$ cat config.mk
export PLATFORM = sky130hd
export DESIGN_NAME = rate_buffer
export DESIGN_NICKNAME = d
export VERILOG_FILES = /design/src/rtl/rate_buffer.sv
export SDC_FILE = /design/constraint.sdc
export NUM_CORES = 1
export LEC_CHECK = 0
export BUFFER_PORTS_ARGS = -buffer_cell sky130_fd_sc_hd__buf_2
export CORE_UTILIZATION = 40
export DETAILED_ROUTE_END_ITERATION = 12
export GPL_ROUTABILITY_DRIVEN = 0
export PLACE_DENSITY = 0.68
export RECOVER_POWER = 100
export SYNTH_ARGS = -nofsm -noshare
export SYNTH_HDL_FRONTEND = slang
export SYNTH_SLANG_ARGS = --single-unit
$ cat constraint.sdc
create_clock -name clk -period 6.6 [get_ports clk]
set_clock_uncertainty 0.15 [all_clocks]
set_input_delay 1.98 -clock clk [delete_from_list [all_inputs] [get_ports clk]]
set_output_delay 1.98 -clock clk [all_outputs]
set_load 0.02 [all_outputs]
$ cat src/rtl/rate_buffer.sv
// rate_buffer: single-clock word buffer that absorbs a full-rate producer
// stream and re-emits words at one slot every OUT_DIV cycles.
//
// Ports:
//   clk           system clock, all logic on rising edge
//   rst           synchronous active-high reset
//   mode          0 = streaming, 1 = burst (fill until full, drain until empty)
//   data_1_en     write strobe, accepted when buffer_full=0
//   data_1        write data
//   buffer_empty  occupancy == 0 (registered)
//   buffer_full   occupancy == DEPTH (registered)
//   data_2_valid  one-cycle pulse when data_2 holds a newly popped word
//   data_2        registered read data, held between pops
//   overflow      sticky refused-write flag
//
// Optional feature: define RATE_BUFFER_OVF_EN to build the sticky overflow
// flag; otherwise overflow is tied to 0 and refused writes are silently dropped.

module rate_buffer #(
    parameter int DATA_W  = 16,
    parameter int DEPTH   = 8,
    parameter int OUT_DIV = 2
) (
    input  logic              clk,
    input  logic              rst,
    input  logic              mode,
    input  logic              data_1_en,
    input  logic [DATA_W-1:0] data_1,
    output logic              buffer_empty,
    output logic              buffer_full,
    output logic              data_2_valid,
    output logic [DATA_W-1:0] data_2,
    output logic              overflow
);

    localparam int AW = (DEPTH > 1) ? $clog2(DEPTH) : 1;
    localparam int CW = (OUT_DIV > 1) ? $clog2(OUT_DIV) : 1;

    localparam logic [AW:0] FULL_CNT = (AW+1)'(DEPTH);

    localparam logic [1:0] FILL   = 2'd0;
    localparam logic [1:0] DRAIN  = 2'd1;
    localparam logic [1:0] STREAM = 2'd2;

    logic [DATA_W-1:0] mem [DEPTH];

    logic [AW-1:0] wr_ptr;
    logic [AW-1:0] rd_ptr;
    logic [AW:0]   count;
    logic [AW:0]   count_nxt;
    logic [CW-1:0] slot;
    logic [1:0]    state;
    logic [1:0]    state_nxt;
    logic          tick;
    logic          wr_en;
    logic          read_ok;

    // Slot counter: free-running, wraps every OUT_DIV cycles.
    generate
        if (OUT_DIV == 1) begin : g_tick_always
            assign tick = 1'b1;
        end else begin : g_tick_div
            assign tick = (slot == CW'(OUT_DIV - 1));
        end
    endgenerate

    always_ff @(posedge clk) begin
        if (rst) begin
            slot <= '0;
        end else if (tick) begin
            slot <= '0;
        end else begin
            slot <= slot + 1'b1;
        end
    end

    assign wr_en = data_1_en && !buffer_full;

    // FILL never pops; STREAM and DRAIN pop on every tick with data.
    assign read_ok = tick && !buffer_empty && (state != FILL);

    always_comb begin
        count_nxt = count;
        case ({wr_en, read_ok})
            2'b10:   count_nxt = count + 1'b1;
            2'b01:   count_nxt = count - 1'b1;
            default: count_nxt = count;
        endcase
    end

    // Mode is only honoured when the buffer is idle-empty, so a switch
    // never reorders or strands words already stored.
    always_comb begin
        state_nxt = state;
        if (buffer_empty && !wr_en) begin
            state_nxt = mode ? FILL : STREAM;
        end else begin
            case (state)
                FILL: begin
                    if (count_nxt == FULL_CNT) state_nxt = DRAIN;
                end
                DRAIN: begin
                    if (count_nxt == '0) state_nxt = FILL;
                end
                default: state_nxt = state;
            endcase
        end
    end

    // Storage is not reset; occupancy tracking makes stale entries invisible.
    always_ff @(posedge clk) begin
        if (wr_en) begin
            mem[wr_ptr] <= data_1;
        end
    end

    always_ff @(posedge clk) begin
        if (rst) begin
            wr_ptr       <= '0;
            rd_ptr       <= '0;
            count        <= '0;
            state        <= FILL;
            buffer_empty <= 1'b1;
            buffer_full  <= 1'b0;
            data_2_valid <= 1'b0;
            data_2       <= '0;
        end else begin
            if (wr_en) begin
                wr_ptr <= wr_ptr + 1'b1;
            end
            if (read_ok) begin
                rd_ptr <= rd_ptr + 1'b1;
                data_2 <= mem[rd_ptr];
            end
            count        <= count_nxt;
            state        <= state_nxt;
            buffer_empty <= (count_nxt == '0);
            buffer_full  <= (count_nxt == FULL_CNT);
            data_2_valid <= read_ok;
        end
    end

`ifdef RATE_BUFFER_OVF_EN
    always_ff @(posedge clk) begin
        if (rst) begin
            overflow <= 1'b0;
        end else if (data_1_en && buffer_full) begin
            overflow <= 1'b1;
        end
    end
`else
    assign overflow = 1'b0;
`endif

endmodule

==> out/results.txt, run 1 <==
Status: finished with violations
Failing checks: max-capacitance violations, max-slew violations
Setup ws final: 1.68 ns
Row count: 45
Routed via count: 3212
HPWL Detailed: 6730 um
Die area: 16000 sq um
Synthesized flop and latch total: 160
Hold Vio Cnt, Final: 0
Via/cell ratio: 5.43
Most used DFF post-synth: edfxtp_1
Pre-CTS setup slack: 1.69 ns
Die extent in y: 127 um
WS Path Type: input pin to flip-flop
CTS max path bufs: 2
Worst hold slack: 0.305 ns
Total global routing overflow: 0
Area share of the largest cell type after synthesis: 0.620
Highest Clock Rate: 203 MHz
Vias in the first global route: 3347
Critical Path AT: 5.04 ns
Post-CTS Resized: 0
Clk sinks: 160
IO Count: 40
Clock root buffer: clkbuf_16
Critical Path RT: 6.72 ns
Leakage: 2.17 nW
DRC errors left: 0
ANT cells: 0
RSZ-0062 raised after global routing: false
Number of setup buffers added after CTS: 0
Layout Nets: 416
Worst IR Drop VDD: 0.000224 V
Area delta synth->final: 13.8%
Worst-path clk slew: 0.06 ns
CP endpoint kind: flip-flop
Worst path bufs/invs: 2
Measured slew at the worst slew-check pin: 1.74 ns
Area of the core: 15100 sq um
Gr usage total: 0.162
Crit path largest cell delay: 0.61 ns
H-tree Lvls: 4
Pin count of the biggest net entering global routing: 38
I/O Buffers: 38
Setup Viol. Count Final: 0
Insertion delay to the later sink of the worst-skew pair: 0.42 ns
Total iterations of the first detailed-routing run: 4
Max Cap Viol: 1
Final WL: 11600 um
Initial antenna violation count: 0
P per Cell Area: 307 nW/um^2
Initial DRC Count: 203
Share of layout cells above drive strength 1: 0.179
Syn_nets: 368
Slowest stage cell, crit path: or4b_2
WL/cell: 19.7 um
Biggest area consumer among synthesized cells: edfxtp_1
Sequential area share after synthesis: 0.723
Number of synthesized flops with an enable pin: 128
Synth Warn #: 0
Cts bufs inserted: 17
Post-CTS Hold Buffers: 0
Minimum clock period: 4.92 ns
Top delay family on crit path: simple AND/OR/NAND/NOR gates
Antenna Nets Post-Route: 0
Rel. slew slack: -0.161
Width of the die: 127 um
First-pass GRT wire length: 18800 um
Synth area leaders: edfxtp_1 (62%), mux4_2 (12%), dfxtp_1 (10%)
Post-Syn Area per Cell: 18.0 sq um
CTS tree: yes
FFs w/ async S/R, synth: 0
Number of distinct library cells after synthesis: 43
Starting Density: 0.410
Most used cell, CP: a311oi_1
Syn Inst Count: 344
Tcrit/Tclk final: 0.745
Setup TNS: 0 ns
Syn Std Cell Area: 6200 sq um
Critical-path cell list: buf_2 > nor2b_1 > inv_1 > ha_1 > or4b_2 > nor4_1 > nor3_1 > a311oi_1 > a311oi_1
Worst-path fanout max: 12
Max Slew Vio Count: 33
Worst setup SP type: input pin
Hold WC Path Type: flip-flop to flip-flop
[path summary, 6_finish.rpt]
| kind | from | end | slack, ns | cells after the start |
|---|---|---|---|---|
| worst max-delay path | data_1_en | state[0] | 1.68 | 9 |
| worst min-delay path | slot | slot | 0.30 | 1 |
| worst max register to register | buffer_full | state[0] | 3.03 | 8 |
| worst min register to register | slot | slot | 0.30 | 1 |
[state kept, by name, indices dropped and copies added, names as in the netlist]
signal        count
mem             128
data_2           16
count             4
rd_ptr            3
wr_ptr            3
state             2
buffer_empty      1
buffer_full       1
data_2_valid      1
slot              1
[final cells by class]
| cell class | count | area [sq um] |
|---|---|---|
| clock inverter | 9 | 88.8 |
| timing repair buffer | 50 | 205 |
| inverter | 2 | 7.51 |
| fill | 1286 | 8090 |
| multi-input combinational | 161 | 1590 |
| clock buffer | 21 | 450 |
| sequential | 160 | 4490 |
| tap | 188 | 235 |
[cells in the final DEF (no fill, tap or decap), types with 4 or more instances in the layout]
| cell type | Yosys | routed |
|---|---|---|
| edfxtp_1 | 128 | 128 |
| clkbuf_1 | 11 | 47 |
| nor2_1 | 33 | 32 |
| mux4_2 | 32 | 32 |
| dfxtp_1 | 32 | 31 |
| mux2i_1 | 18 | 18 |
| clkbuf_16 | 0 | 17 |
| a211oi_1 | 16 | 16 |
| nand2_1 | 8 | 8 |
| nor3_1 | 6 | 6 |
| nand2b_1 | 5 | 5 |
| a311oi_1 | 4 | 5 |
| a21oi_1 | 4 | 4 |
| ha_1 | 4 | 4 |
| buf_4 | 2 | 4 |
[kinds of logic after synthesis]
kind of cell,after synthesis,synth area share
mux,50,0.145
other cells,1,0.000605
xor+xnor,6,0.00847
compound gates,34,0.0422
simple gates,66,0.0551
fa+ha+maj,4,0.00807
buf+inv,23,0.0175
flops,160,0.723
[metrics by stage]
stage	power (mW)	instance area, sq um	cells	util
final	2.17	7060	591	0.466
after global routing	2.25	7060	591	0.466
after CTS	2.20	7190	591	0.475
after detailed placement	1.31	6650	561	0.439
after global placement	1.30	6650	561	0.439
after floorplan	1.26	6200	344	-
[where the power goes]
| group | total, mW | internal (mW) | switching [mW] |
|---|---|---|---|
| Combinational | 0.131 | 0.0514 | 0.0797 |
| Clock | 0.896 | 0.525 | 0.371 |
| Sequential | 1.14 | 1.12 | 0.0183 |
[layer usage]
| metal | global-route usage | part of all wire | up-vias |
|---|---|---|---|
| li1 | - | - | 1463 |
| met1 | 0.197 | 0.42 | 1668 |
| met5 | 0 | 0 | - |
| met3 | 0.0489 | 0.048 | 9 |
| met4 | 0.0553 | 0.0078 | 0 |
| met2 | 0.277 | 0.52 | 72 |
[cells in the mapped netlist, types with 5 or more instances]
library cell and n:
a211oi_1 16, buf_2 6, clkbuf_1 11, dfxtp_1 32, edfxtp_1 128, mux2i_1 18
mux4_2 32, nand2_1 8, nand2b_1 5, nor2_1 33, nor3_1 6
No activity file was read; power rests on OpenSTA's default activity.
==> inputs of run 2 (changes only) <==
--- a/config.mk
+++ b/config.mk
@@ -9,7 +9,7 @@
 export CORE_UTILIZATION = 40
 export DETAILED_ROUTE_END_ITERATION = 12
 export GPL_ROUTABILITY_DRIVEN = 0
-export PLACE_DENSITY = 0.68
+export PLACE_DENSITY = 0.7
 export RECOVER_POWER = 100
 export SYNTH_ARGS = -nofsm -noshare
 export SYNTH_HDL_FRONTEND = slang
==> constraint.sdc (replaced) <==
create_clock -name clk -period 4.1 [get_ports clk]
set_clock_uncertainty 0.15 [all_clocks]
set_input_delay 1.23 -clock clk [delete_from_list [all_inputs] [get_ports clk]]
set_output_delay 1.23 -clock clk [all_outputs]
set_load 0.02 [all_outputs]
==> out/results.txt, run 2 (synthesis results as in run 1) <==
Hold WC Path Type: flip-flop to flip-flop
H-tree Lvls: 4 (unchanged)
Worst path bufs/invs: 2 (unchanged)
Clock root buffer: clkbuf_16
Status: finished with violations
Total global routing overflow: 0 (unchanged)
Highest Clock Rate: 283 MHz
I/O Buffers: 38 (unchanged)
IO Count: 40 (unchanged)
RSZ-0062 raised after global routing: false
Die area: 16000 sq um (unchanged)
Max Slew Vio Count: 33 (unchanged)
Max Cap Viol: 1 (unchanged)
Commonest non-fill, non-tap cell in the layout: edfxtp_1
Top reg by flops: mem
Most used cell, CP: a311oi_1
Tcrit/Tclk final: 0.860
Crit path largest cell delay: 0.55 ns (-0.06 ns)
Critical Path RT: 4.23 ns (-2.49 ns)
Area of the core: 15100 sq um (unchanged)
First-pass GRT wire length: 18700 um (-0.22%)
Area delta synth->final: 14.5%
Antenna Nets Post-Route: 0 (unchanged)
Post-CTS Resized: 0 (unchanged)
Worst-path fanout max: 12 (unchanged)
Top delay family on crit path: simple AND/OR/NAND/NOR gates
Share of layout cells above drive strength 1: 0.180 (+0.00139)
Worst hold slack: 0.305 ns (+0.000172 ns)
Insertion delay to the later sink of the worst-skew pair: 0.42 ns (about the same)
Max reg flops: 128 (unchanged)
Layout Nets: 422 (+1.4%)
CTS tree: yes
Cts bufs inserted: 17 (unchanged)
Most frequent cells in the layout: edfxtp_1 (128), clkbuf_1 (52), nor2_1 (32), mux4_2 (32), dfxtp_1 (32)
Routed via count: 3222 (+0.31%)
Initial DRC Count: 229 (+13%)
Critical Path AT: 3.66 ns (-1.38 ns)
Clk sinks: 160 (unchanged)
Top Registers: mem (128), data_2 (16), count (4)
Setup Viol. Count Final: 0 (unchanged)
HPWL Detailed: 7120 um (+5.7%)
CTS max path bufs: 2 (unchanged)
Leakage: 2.19 nW (+1.1%)
Failing checks: max-capacitance violations, max-slew violations
Slowest stage cell, crit path: a311oi_1
Starting Density: 0.410 (unchanged)
Hold Vio Cnt, Final: 0 (unchanged)
Vias in the first global route: 3359 (+0.36%)
Critical-path cell list: buf_2 > nor2b_1 > inv_1 > ha_1 > or4b_4 > nor4_1 > nor3_1 > a311oi_1 > a311oi_1
Post-CTS Hold Buffers: 0 (unchanged)
Minimum clock period: 3.53 ns
CP endpoint kind: flip-flop
Rel. slew slack: -0.107 (+0.0538)
Measured slew at the worst slew-check pin: 1.66 ns (-0.0807 ns)
WS Path Type: input pin to flip-flop
Final WL: 11700 um (+1.0%)
Gr usage total: 0.164 (+0.00115)
Total iterations of the first detailed-routing run: 5 (+1)
P per Cell Area: 497 nW/um^2 (+62%)
Worst setup SP type: input pin
DRC errors left: 0 (unchanged)
Via/cell ratio: 5.38 (-1.0%)
Worst IR Drop VDD: 0.000377 V (+68%)
WL/cell: 19.6 um (-0.35%)
Setup TNS: 0 ns (unchanged)
Row count: 45 (unchanged)
ANT cells: 0 (unchanged)
Worst-path clk slew: 0.06 ns (about the same)
Width of the die: 127 um (unchanged)
Number of setup buffers added after CTS: 0 (unchanged)
Pin count of the biggest net entering global routing: 33 (-13%)
Die extent in y: 127 um (unchanged)
Initial antenna violation count: 0 (unchanged)
[run 2: worst paths after layout]
kind	start	endpoint	slack, ns	cells past startpoint
min	slot	slot	0.31	1
min reg2reg	slot	slot	0.31	1
max	data_1_en	state[0]	0.57	9
max reg2reg	buffer_empty	state[0]	0.90	8
[run 2: power by group]
group | internal (mW) | leakage, nW | switching (mW)
registers | 1.81 | 1.42 | 0.0319
clock network | 0.847 | 0.276 | 0.632
logic | 0.0843 | 0.495 | 0.126
total | 2.74 | 2.19 | 0.790
[run 2: worst register-to-register path, delay by kind of cell (launching register included)]
kind / cells / cell delay (ns)
AND/OR/NAND/NOR: 4 / 1.30
adder cells (fa/ha/maj): 1 / 0.37
AO/OA/AOI/OAI: 3 / 0.86
flip-flops: 1 / 0.36
[run 2: routing by layer]
metal,vias to the layer above,share of wire,GRT usage
met5,-,0,0
li1,1480,-,-
met2,110,0.51,0.270
met1,1612,0.41,0.199
met3,20,0.072,0.0510
met4,0,0.017,0.0702
[run 2: area by class of cell]
| type | count | area, sq um |
|---|---|---|
| inverters | 2 | 7.51 |
| multi-input cells | 161 | 1590 |
| well taps | 188 | 235 |
| flip-flops and latches | 160 | 4480 |
| repair buffers | 56 | 225 |
| clock inverters | 13 | 128 |
| fillers | 1293 | 8040 |
| clock buffers | 19 | 433 |
[run 2: per-stage QoR]
step / util / cell area (sq um) / power, mW / setup WS [ns] / instances
after floorplan: - / 6200 / 2.02 / 0.204 / 344
after global placement: 0.442 / 6690 / 2.09 / 0.610 / 567
after detailed placement: 0.442 / 6690 / 2.10 / 0.527 / 567
after CTS: 0.479 / 7250 / 3.58 / 0.967 / 599
after global routing: 0.469 / 7100 / 3.67 / 0.436 / 599
final: 0.469 / 7100 / 3.53 / 0.573 / 599
